<file path="config.mk">
export PLATFORM = sky130hd
export DESIGN_NAME = ex_mem_stage_rvs192
export DESIGN_NICKNAME = d
export VERILOG_FILES = /design/src/rtl/ex_mem_stage_rvs192_pkg.sv /design/src/rtl/ex_mem_stage_rvs192_branch_resolve.sv /design/src/rtl/ex_mem_stage_rvs192.sv
export SDC_FILE = /design/constraint.sdc
export NUM_CORES = 1
export LEC_CHECK = 0
export BUFFER_PORTS_ARGS = -buffer_cell sky130_fd_sc_hd__clkbuf_2
export CORE_UTILIZATION = 45
export CTS_BUF_LIST = sky130_fd_sc_hd__clkbuf_16
export CTS_CLUSTER_SIZE = 14
export DETAILED_ROUTE_END_ITERATION = 12
export GPL_TIMING_DRIVEN = 0
export PLACE_DENSITY = 0.81
export SETUP_SLACK_MARGIN = 0.3
export SLEW_MARGIN = 20
export SYNTH_ARGS = -nofsm -noshare
export SYNTH_HDL_FRONTEND = slang
export SYNTH_HIERARCHICAL = 1
export SYNTH_SLANG_ARGS = --single-unit
</file>
<file path="constraint.sdc">
create_clock -name clk -period 2.1 [get_ports clk]
set_clock_uncertainty 0.1 [all_clocks]
set_input_delay 0.105 -clock clk [delete_from_list [all_inputs] [get_ports clk]]
set_output_delay 0.105 -clock clk [all_outputs]
set_load 0.05 [all_outputs]
</file>
<file path="src/rtl/ex_mem_stage_rvs192_pkg.sv">
`default_nettype none
// ============================================================================
// Module   : RVS192_package
// Purpose  : Shared types and constants for the RVS192 EX/MEM stage.
//            Holds the EX-to-MEM control bundle and the conditional-branch
//            funct3 encodings.
// Revision : 1.0 - initial release
// ============================================================================
package RVS192_package;

  // Control bundle carried from EX into MEM alongside the datapath values
  typedef struct packed {
    logic [4:0] rd;
    logic       reg_write;
    logic       mem_read;
    logic       mem_write;
    logic [2:0] mem_size;
  } ex_ctrl_t;

  // Conditional branch funct3 encodings
  localparam logic [2:0] c_F3_BEQ  = 3'b000;
  localparam logic [2:0] c_F3_BNE  = 3'b001;
  localparam logic [2:0] c_F3_BLT  = 3'b100;
  localparam logic [2:0] c_F3_BGE  = 3'b101;
  localparam logic [2:0] c_F3_BLTU = 3'b110;
  localparam logic [2:0] c_F3_BGEU = 3'b111;

endpackage
`default_nettype wire

</file>
<file path="src/rtl/ex_mem_stage_rvs192_branch_resolve.sv">
`default_nettype none
// ============================================================================
// Module   : branch_resolve_rvs192
// Purpose  : Combinational taken/target resolution for branches and jumps.
//            Uses the ALU eq/ge flags; signedness is already chosen upstream.
// Revision : 1.0 - initial release
// ============================================================================
module branch_resolve_rvs192
  import RVS192_package::*;
#(
  parameter int DATA_LENGTH = 32
) (
  input  logic                   branch_capture,
  input  logic [2:0]             br_funct3,
  input  logic                   jal,
  input  logic                   jalr,
  input  logic                   eq,
  input  logic                   ge,
  input  logic [DATA_LENGTH-1:0] target_pc,
  output logic                   taken,
  output logic [DATA_LENGTH-1:0] target
);

  logic w_cond_taken;

  // Decode the conditional-branch outcome from funct3 and the ALU flags
  always_comb begin
    w_cond_taken = 1'b0;
    case (br_funct3)
      c_F3_BEQ:             w_cond_taken = eq;
      c_F3_BNE:             w_cond_taken = !eq;
      c_F3_BLT, c_F3_BLTU:  w_cond_taken = !ge;
      c_F3_BGE, c_F3_BGEU:  w_cond_taken = ge;
      default:              w_cond_taken = 1'b0;
    endcase
  end

  // Jumps are unconditional; jalr clears the LSB of the computed target
  always_comb begin
    taken  = jal || jalr || (branch_capture && w_cond_taken);
    target = target_pc;
    if (jalr) target[0] = 1'b0;
  end

endmodule
`default_nettype wire

</file>
<file path="src/rtl/ex_mem_stage_rvs192.sv">
`default_nettype none
// ============================================================================
// Module   : ex_mem_stage_rvs192
// Purpose  : EX/MEM pipeline register with valid/ready handshake, branch and
//            jump resolution, one-cycle fetch redirect and a fixed-length
//            wrong-path squash (FLUSH) window.
// Options  : RVS192_BR_MISALIGN_CHECK_EN - turns a taken branch/jump whose
//            target has bit 1 set into a misalign_exc pulse instead of a
//            redirect (the flush window still runs).
// Revision : 1.0 - initial release
// ============================================================================
module ex_mem_stage_rvs192
  import RVS192_package::*;
#(
  parameter int DATA_LENGTH = 32,
  parameter int FLUSH_DEPTH = 2
) (
  input  logic                   clk,
  input  logic                   rst_n,
  input  logic                   ex_valid,
  output logic                   ex_ready,
  input  ex_ctrl_t               ex_ctrl,
  input  logic [DATA_LENGTH-1:0] alu_out,
  input  logic [DATA_LENGTH-1:0] store_data_ex,
  input  logic [DATA_LENGTH-1:0] target_pc,
  input  logic                   eq,
  input  logic                   ge,
  input  logic                   branch_capture,
  input  logic [2:0]             br_funct3,
  input  logic                   jal,
  input  logic                   jalr,
  output logic                   mem_valid,
  input  logic                   mem_ready,
  output ex_ctrl_t               mem_ctrl,
  output logic [DATA_LENGTH-1:0] mem_alu_out,
  output logic [DATA_LENGTH-1:0] mem_store_data,
  output logic                   redirect_valid,
  output logic [DATA_LENGTH-1:0] redirect_pc,
  output logic                   flush_if_id,
  output logic                   misalign_exc
);

  typedef enum logic [0:0] {
    S_RUN   = 1'b0,
    S_FLUSH = 1'b1
  } state_t;

  localparam logic [2:0] c_FLUSH_DEPTH = 3'(FLUSH_DEPTH);

  state_t                   state_q;
  logic [2:0]               cnt_q;
  logic                     mem_valid_q;
  ex_ctrl_t                 mem_ctrl_q;
  ex_ctrl_t                 mem_ctrl_d;
  logic [DATA_LENGTH-1:0]   mem_alu_out_q;
  logic [DATA_LENGTH-1:0]   mem_store_data_q;
  logic                     redirect_valid_q;
  logic [DATA_LENGTH-1:0]   redirect_pc_q;
  logic                     flush_if_id_q;
  logic                     misalign_exc_q;

  logic                     w_taken;
  logic [DATA_LENGTH-1:0]   w_target;
  logic                     w_run_accept;
  logic                     w_take_accept;
  logic                     w_issue_redirect;
  logic                     w_issue_misalign;

  branch_resolve_rvs192 #(
    .DATA_LENGTH (DATA_LENGTH)
  ) u_branch_resolve (
    .branch_capture (branch_capture),
    .br_funct3      (br_funct3),
    .jal            (jal),
    .jalr           (jalr),
    .eq             (eq),
    .ge             (ge),
    .target_pc      (target_pc),
    .taken          (w_taken),
    .target         (w_target)
  );

  // Handshake: FLUSH always drains EX; RUN accepts when MEM has room
  always_comb begin
    ex_ready      = (state_q == S_FLUSH) ? 1'b1 : (!mem_valid_q || mem_ready);
    w_run_accept  = (state_q == S_RUN) && ex_valid && ex_ready;
    w_take_accept = w_run_accept && w_taken;
`ifdef RVS192_BR_MISALIGN_CHECK_EN
    w_issue_misalign = w_take_accept && w_target[1];
    w_issue_redirect = w_take_accept && !w_target[1];
`else
    w_issue_misalign = 1'b0;
    w_issue_redirect = w_take_accept;
`endif
  end

  // Conditional branches never write back; jumps keep reg_write for the link
  always_comb begin
    mem_ctrl_d = ex_ctrl;
    if (branch_capture && !jal && !jalr) mem_ctrl_d.reg_write = 1'b0;
  end

  // Pipeline register, redirect/exception pulses and RUN/FLUSH control
  always_ff @(posedge clk or negedge rst_n) begin
    if (!rst_n) begin
      state_q          <= S_RUN;
      cnt_q            <= 3'd0;
      mem_valid_q      <= 1'b0;
      mem_ctrl_q       <= '0;
      mem_alu_out_q    <= '0;
      mem_store_data_q <= '0;
      redirect_valid_q <= 1'b0;
      redirect_pc_q    <= '0;
      flush_if_id_q    <= 1'b0;
      misalign_exc_q   <= 1'b0;
    end else begin
      redirect_valid_q <= w_issue_redirect;
      misalign_exc_q   <= w_issue_misalign;
      if (w_issue_redirect) redirect_pc_q <= w_target;

      if (w_run_accept) begin
        mem_valid_q      <= 1'b1;
        mem_ctrl_q       <= mem_ctrl_d;
        mem_alu_out_q    <= alu_out;
        mem_store_data_q <= store_data_ex;
      end else if (mem_ready) begin
        mem_valid_q      <= 1'b0;
      end

      case (state_q)
        S_RUN: begin
          if (w_take_accept) begin
            state_q       <= S_FLUSH;
            cnt_q         <= c_FLUSH_DEPTH;
            flush_if_id_q <= 1'b1;
          end
        end
        S_FLUSH: begin
          if (cnt_q <= 3'd1) begin
            state_q       <= S_RUN;
            cnt_q         <= 3'd0;
            flush_if_id_q <= 1'b0;
          end else begin
            cnt_q         <= cnt_q - 3'd1;
          end
        end
        default: begin
          state_q       <= S_RUN;
          cnt_q         <= 3'd0;
          flush_if_id_q <= 1'b0;
        end
      endcase
    end
  end

  assign mem_valid      = mem_valid_q;
  assign mem_ctrl       = mem_ctrl_q;
  assign mem_alu_out    = mem_alu_out_q;
  assign mem_store_data = mem_store_data_q;
  assign redirect_valid = redirect_valid_q;
  assign redirect_pc    = redirect_pc_q;
  assign flush_if_id    = flush_if_id_q;
`ifdef RVS192_BR_MISALIGN_CHECK_EN
  assign misalign_exc   = misalign_exc_q;
`else
  assign misalign_exc   = 1'b0;
`endif

endmodule
`default_nettype wire

</file>
======== Yosys cells after proc, flatten, opt, wreduce, memory -nomap -nowiden ========
Cells that the tools add are included.
storage, ports and cells
  output and inout port bits .............. 112
  word-level logic and storage cells ...... 57
  bits in registers ....................... 114
operators by class
  multiplexer cells ....................... 15
  bitwise operators ....................... 1
  reductions and logical operators ........ 19
  eq/ne operators ......................... 7
  order comparisons ....................... 1
  $add $sub $neg .......................... 1
operator list
  kind                                                                      count
  3-bit equality test (second input constant)                               4
  1-bit 2-to-1 mux                                                          9
  1-bit logical AND                                                         6
  3-bit 2-to-1 mux                                                          2
  3-bit case mux with 2 select lines                                        1
  1-bit zero test                                                           5
  1-bit case mux with 2 select lines                                        2
  1-bit case mux with 4 select lines                                        1
  2-bit OR reduction                                                        2
  3-bit by 1-bit equality test with 1-bit output (second input constant)    1
  3-bit by 1-bit <= comparator with 1-bit output (second input constant)    1
  3-bit zero test                                                           1
  1-bit logical OR                                                          3
  3-bit by 1-bit subtractor with 3-bit output (second input constant)       1
  2-bit by 1-bit inequality test with 1-bit output (second input constant)  1
  2-bit inequality test (second input constant)                             1
  2-bit AND reduction                                                       1
  2-bit nonzero test                                                        1
  1-bit inverter                                                            1

======== Logic depth before layout (Yosys ltp) ========
  depth in word-level cells ............... 8
  depth in mapped cells ................... 7
  gate-level depth less buffers ........... 6

======== Modules after synthesis ========
Netlist, hierarchy kept.
modules (own cells, without submodules)
  module                 seq. area each (µm²)  cells each  instances  area an instance (µm²)
  ex_mem_stage_rvs192    2852.7                264         1          4634.4
  branch_resolve_rvs192  0.0                   38          1          279.0

======== Worst setup path after synthesis ========
Ideal clock, no wire load.
  path type ............................... flip-flop to flip-flop
  start ................................... reg mem_valid_q, in the netlist mem_valid
  end ..................................... reg mem_alu_out_q[0], in the netlist mem_alu_out[0]
  setup slack ............................. 0.305 ns
  period minus slack after synthesis ...... 1.795 ns
  data arrival time ....................... 1.570 ns
  buffers on the path ..................... 2
  cell stages (with the launch flop) ...... 6
  cell sequence ........................... dfrtp_1 and2b_1 nor2_4 buf_8 buf_12 mux2_4
on the way
  longest elaborated chain between the ends .. 4
ends and longest elaborated chain
  element                 RTL line                    text
  start, declared         ex_mem_stage_rvs192.sv:52   logic mem_valid_q;
  start signal, assigned  ex_mem_stage_rvs192.sv:108  mem_valid_q <= 1'b0;
  start signal, assigned  ex_mem_stage_rvs192.sv:122  mem_valid_q <= 1'b1;
  start signal, assigned  ex_mem_stage_rvs192.sv:127  mem_valid_q <= 1'b0;
  1-bit zero test         ex_mem_stage_rvs192.sv:85   ex_ready = (state_q == S_FLUSH) ? 1'b1 : (!mem_valid_q || mem_ready);
  1-bit logical OR        ex_mem_stage_rvs192.sv:85
  1-bit 2-to-1 mux        ex_mem_stage_rvs192.sv:85
  1-bit logical AND       ex_mem_stage_rvs192.sv:86   w_run_accept = (state_q == S_RUN) && ex_valid && ex_ready;
  end signal, assigned    ex_mem_stage_rvs192.sv:124  mem_alu_out_q <= alu_out;
  end, declared           ex_mem_stage_rvs192.sv:55   logic [DATA_LENGTH-1:0] mem_alu_out_q;
Every way passes these cells.
A chain may end at the register's enable or synchronous reset.

======== Worst setup path in the final report ========
  start ................................... reg state_q
  end ..................................... reg mem_store_data_q[10], in the netlist mem_store_data[10]
on the way
  longest elaborated chain between the ends .. 3
  elaborated cells on any way between the ends .. 4
  classes of those cells .................. mux (1); bitwise (1); reduce/logical (2)
ends and longest elaborated chain
  element                 RTL line                    text
  start, declared         ex_mem_stage_rvs192.sv:50   state_t state_q;
  start signal, assigned  ex_mem_stage_rvs192.sv:106  state_q <= S_RUN;
  start signal, assigned  ex_mem_stage_rvs192.sv:133  state_q <= S_FLUSH;
  start signal, assigned  ex_mem_stage_rvs192.sv:140  state_q <= S_RUN;
  1-bit inverter          --
  1-bit logical AND       ex_mem_stage_rvs192.sv:86
  1-bit logical AND *     ex_mem_stage_rvs192.sv:86
  end signal, assigned    ex_mem_stage_rvs192.sv:125  mem_store_data_q <= store_data_ex;
  end, declared           ex_mem_stage_rvs192.sv:56   logic [DATA_LENGTH-1:0] mem_store_data_q;
Every way passes the cells marked *; elsewhere a longest branch is shown, timed or not.

==> flow_summary.toml <==
[power]
powerDensity_nw_per_um2 = 1867
intPower_mw = 7.488
switching_power_mw = 7.011
p_leak_nw = 3.870
seqPwrFrac_pct = 28.0
comb_power_share_pct = 53.5
peakVddDrop_mv = 1.207
p_clk_share_pct = 18.5
p_total_mw = 14.50
swShare_pct = 48.36

[layout]
postLayoutCoreUtil_pct = 74.22
syn_to_final_growth_pct = 58.03
drive_above_1_share_pct = 59.41
antenna_cells = 0
layout.nets = 751
final_cells = 779
mostFrequentLayoutCells = "197 x clkbuf_2, 114 x dfrtp_1, 110 x dlygate4sd3_1, 57 x mux2_2, 50 x mux2_4"
final_common_cell = "clkbuf_2"

[placement]
dp.cells = 637
gp_congestion = 0.7417
portBuffers = 198
post-dp-hpwl_um = 7852
post-place-ws_ns = 0.1926

[floorplan]
dieArea_um2 = 11340
ioPinCount = 231
die_y_um = 106.5
rows = 37
initial_core_util_pct = 46.96
core_um2 = 10460
die_w_um = 106.5

[critical_path]
worstSetupStartpoint = "state_q$_DFF_PN0_"
r2r_start = "state_q$_DFF_PN0_"
rrSetupSlack_ns = 0.41
rr_endpoint = "mem_store_data[10]$_DFFE_PN0P_"
worstSetupEndpointType = "flip-flop"
startpoint_type = "flip-flop"
critical_path.endpoint = "mem_store_data[10]$_DFFE_PN0P_"
worstPathArrival_ns = 1.87
crit_type = "flip-flop to flip-flop"
rr_worst_depth = 6
crit_fanout = 10
cp.required_ns = 2.28

[drt]
drt_first_iter_violations = 136
route.vias.total = 3745
drc_errors = 0
vias_per_cell = 4.807
ant_nets = 0
firstDrtPassIters = 4
wl_per_cell_um = 18.10
wl_um = 14100

[clocking]
clk_pin_slew_worst_paths_ns = 0.05
clk_path_buf_depth = 2
cts-resized-gates = 0
clock_latency_ns = 0.40
numCtsBuffers = 17
cts.htree.levels = 4
root_buffer = "clkbuf_16"
cts.sinks = 114
cts_tree = "done"

[yosys]
syn_nets = 423
yosysSeqAreaShare_pct = 58.06
ys_ff_latch = 114
syn_inst = 302
synth.distinct_cells = 31
yosysWarnings = 6
syn_avg_cell_area_um2 = 16.27
syn-cell-area_um2 = 4913

[global_routing]
grt_pass1_vias = 4243
grt_pass1_wl_um = 22010
antenna_found_initial = 0
grt.total_usage_pct = 26.14
grt.overflow.total = 0
grt_max_degree = 68

[sta]
setup_viol = 0
fmax_ghz = 0.5914
rsz0062_at_grt = "false"
whs_ns = 0.06116
timing.final.ws_setup_ns = 0.4090
min_period_ns = 1.691
hold_viol = 0
drv_slew = 0
post-route-period-util_pct = 80.52

[run]
cap_violations = 0

[run_status]
run_status = "completed"

[hold_path]
hp-class = "primary input to flip-flop"
-- layer usage --
layer	GRT usage (%)	vias to the layer above	share of wire [%]
li1	-	1670	-
met4	11.06	0	3.1
met3	8.032	36	5.6
met5	0	-	0
met2	48.56	180	55
met1	27.00	1859	36
-- synthesized netlist by cell type (all sizes together) --
| cell | count | share of area, % |
|---|---|---|
| dfrtp | 114 | 58 |
| mux2 | 107 | 28 |
| buf | 44 | 8.5 |
| inv | 5 | 0.43 |
| nor2 | 5 | 0.53 |
| nand2 | 4 | 0.31 |
| nand2b | 4 | 0.66 |
| ha | 2 | 0.51 |
| nor2b | 2 | 0.25 |
| a21boi | 1 | 0.15 |
| a221o | 1 | 0.20 |
| a22oi | 1 | 0.15 |
| a2bb2oi | 1 | 0.18 |
| a311o | 1 | 0.20 |
| and2b | 1 | 0.15 |
| conb | 1 | 0.076 |
| nand3 | 1 | 0.20 |
| o21ai | 1 | 0.10 |
| o21ba | 1 | 0.20 |
| o21bai | 1 | 0.15 |
| o22ai | 1 | 0.13 |
| o311ai | 1 | 0.18 |
| o32ai | 1 | 0.18 |
| xor2 | 1 | 0.18 |
-- worst min-delay path by stage --
stage                                      to  slack [ns]           start  depth (start not counted)
6_report              mem_ctrl[5]$_DFFE_PN0P_        0.06  branch_capture                          3
5_1_grt               mem_ctrl[5]$_DFFE_PN0P_        0.09  branch_capture                          3
4_1_cts               mem_ctrl[5]$_DFFE_PN0P_        0.05  branch_capture                          3
3_5_place_dp   mem_store_data[26]$_DFFE_PN0P_       -0.03           rst_n                          1
3_3_place_gp          mem_ctrl[3]$_DFFE_PN0P_        0.24      ex_ctrl[3]                          2
2_1_floorplan            cnt_q[0]$_DFFE_PN0P_       -0.29           rst_n                          0
-- critical path, cell delays in order (launching register included) --
cell,delay (ns)
dfrtp_1,0.37
buf_6,0.14
nand2b_4,0.15
nor2_4,0.13
buf_8,0.19
buf_12,0.17
mux2_4,0.33
-- per-stage QoR --
| stage | area [um2] | setup TNS, ns |
|---|---|---|
| floorplan | 4913 | 0 |
| global placement | 6075 | -77.89 |
| detailed placement | 6111 | 0 |
| CTS | 7765 | 0 |
| global route | 7765 | 0 |
| finish | 7765 | 0 |
-- area by class of cell --
class / count / area, um2
fillers: 654 / 2698
repair buffers: 309 / 2128
flip-flops and latches: 114 / 2853
plain buffers: 44 / 415.4
inverters: 5 / 21.27
well taps: 136 / 170.2
multi-input cells: 139 / 1624
clock buffers: 17 / 425.4
clock inverters: 15 / 127.6
-- kinds of logic (layout without fill, tap and decap cells) --
group | after synthesis | after routing | share of synthesized area, %
simple gates | 17 | 17 | 2.113
compound gates | 11 | 11 | 1.834
fa+ha+maj | 2 | 2 | 0.5092
mux | 107 | 107 | 28.34
xor+xnor | 1 | 1 | 0.1783
other cells | 1 | 1 | 0.07632
buf+inv | 49 | 390 | 8.887
flops | 114 | 114 | 58.06
-- power by group through the flow --
stage | sequential, mW | combinational [mW] | clock (mW)
2_1_floorplan | 7.72 | 2.06 | 0
3_3_place_gp | 3.88 | 7.38 | 0
3_5_place_dp | 3.97 | 7.48 | 0
4_1_cts | 3.97 | 7.69 | 2.72
5_1_grt | 4.18 | 8.02 | 2.83
6_report | 4.06 | 7.75 | 2.69
-- sequential cells by signal (all words and copies together), names as in the netlist --
signal and count:
cnt_q 3, mem_alu_out 32, mem_store_data 32, mem_ctrl 11, redirect_pc 32, flush_if_id 1, mem_valid 1, redirect_valid 1
state_q 1
-- repair_timing --
action | in CTS | in global routing
hold endpoints to repair | 221 | 0
setup buffers | 0 | 0
hold buffers | 110 | 0
Note: power is estimated with default switching activity, not from simulation.
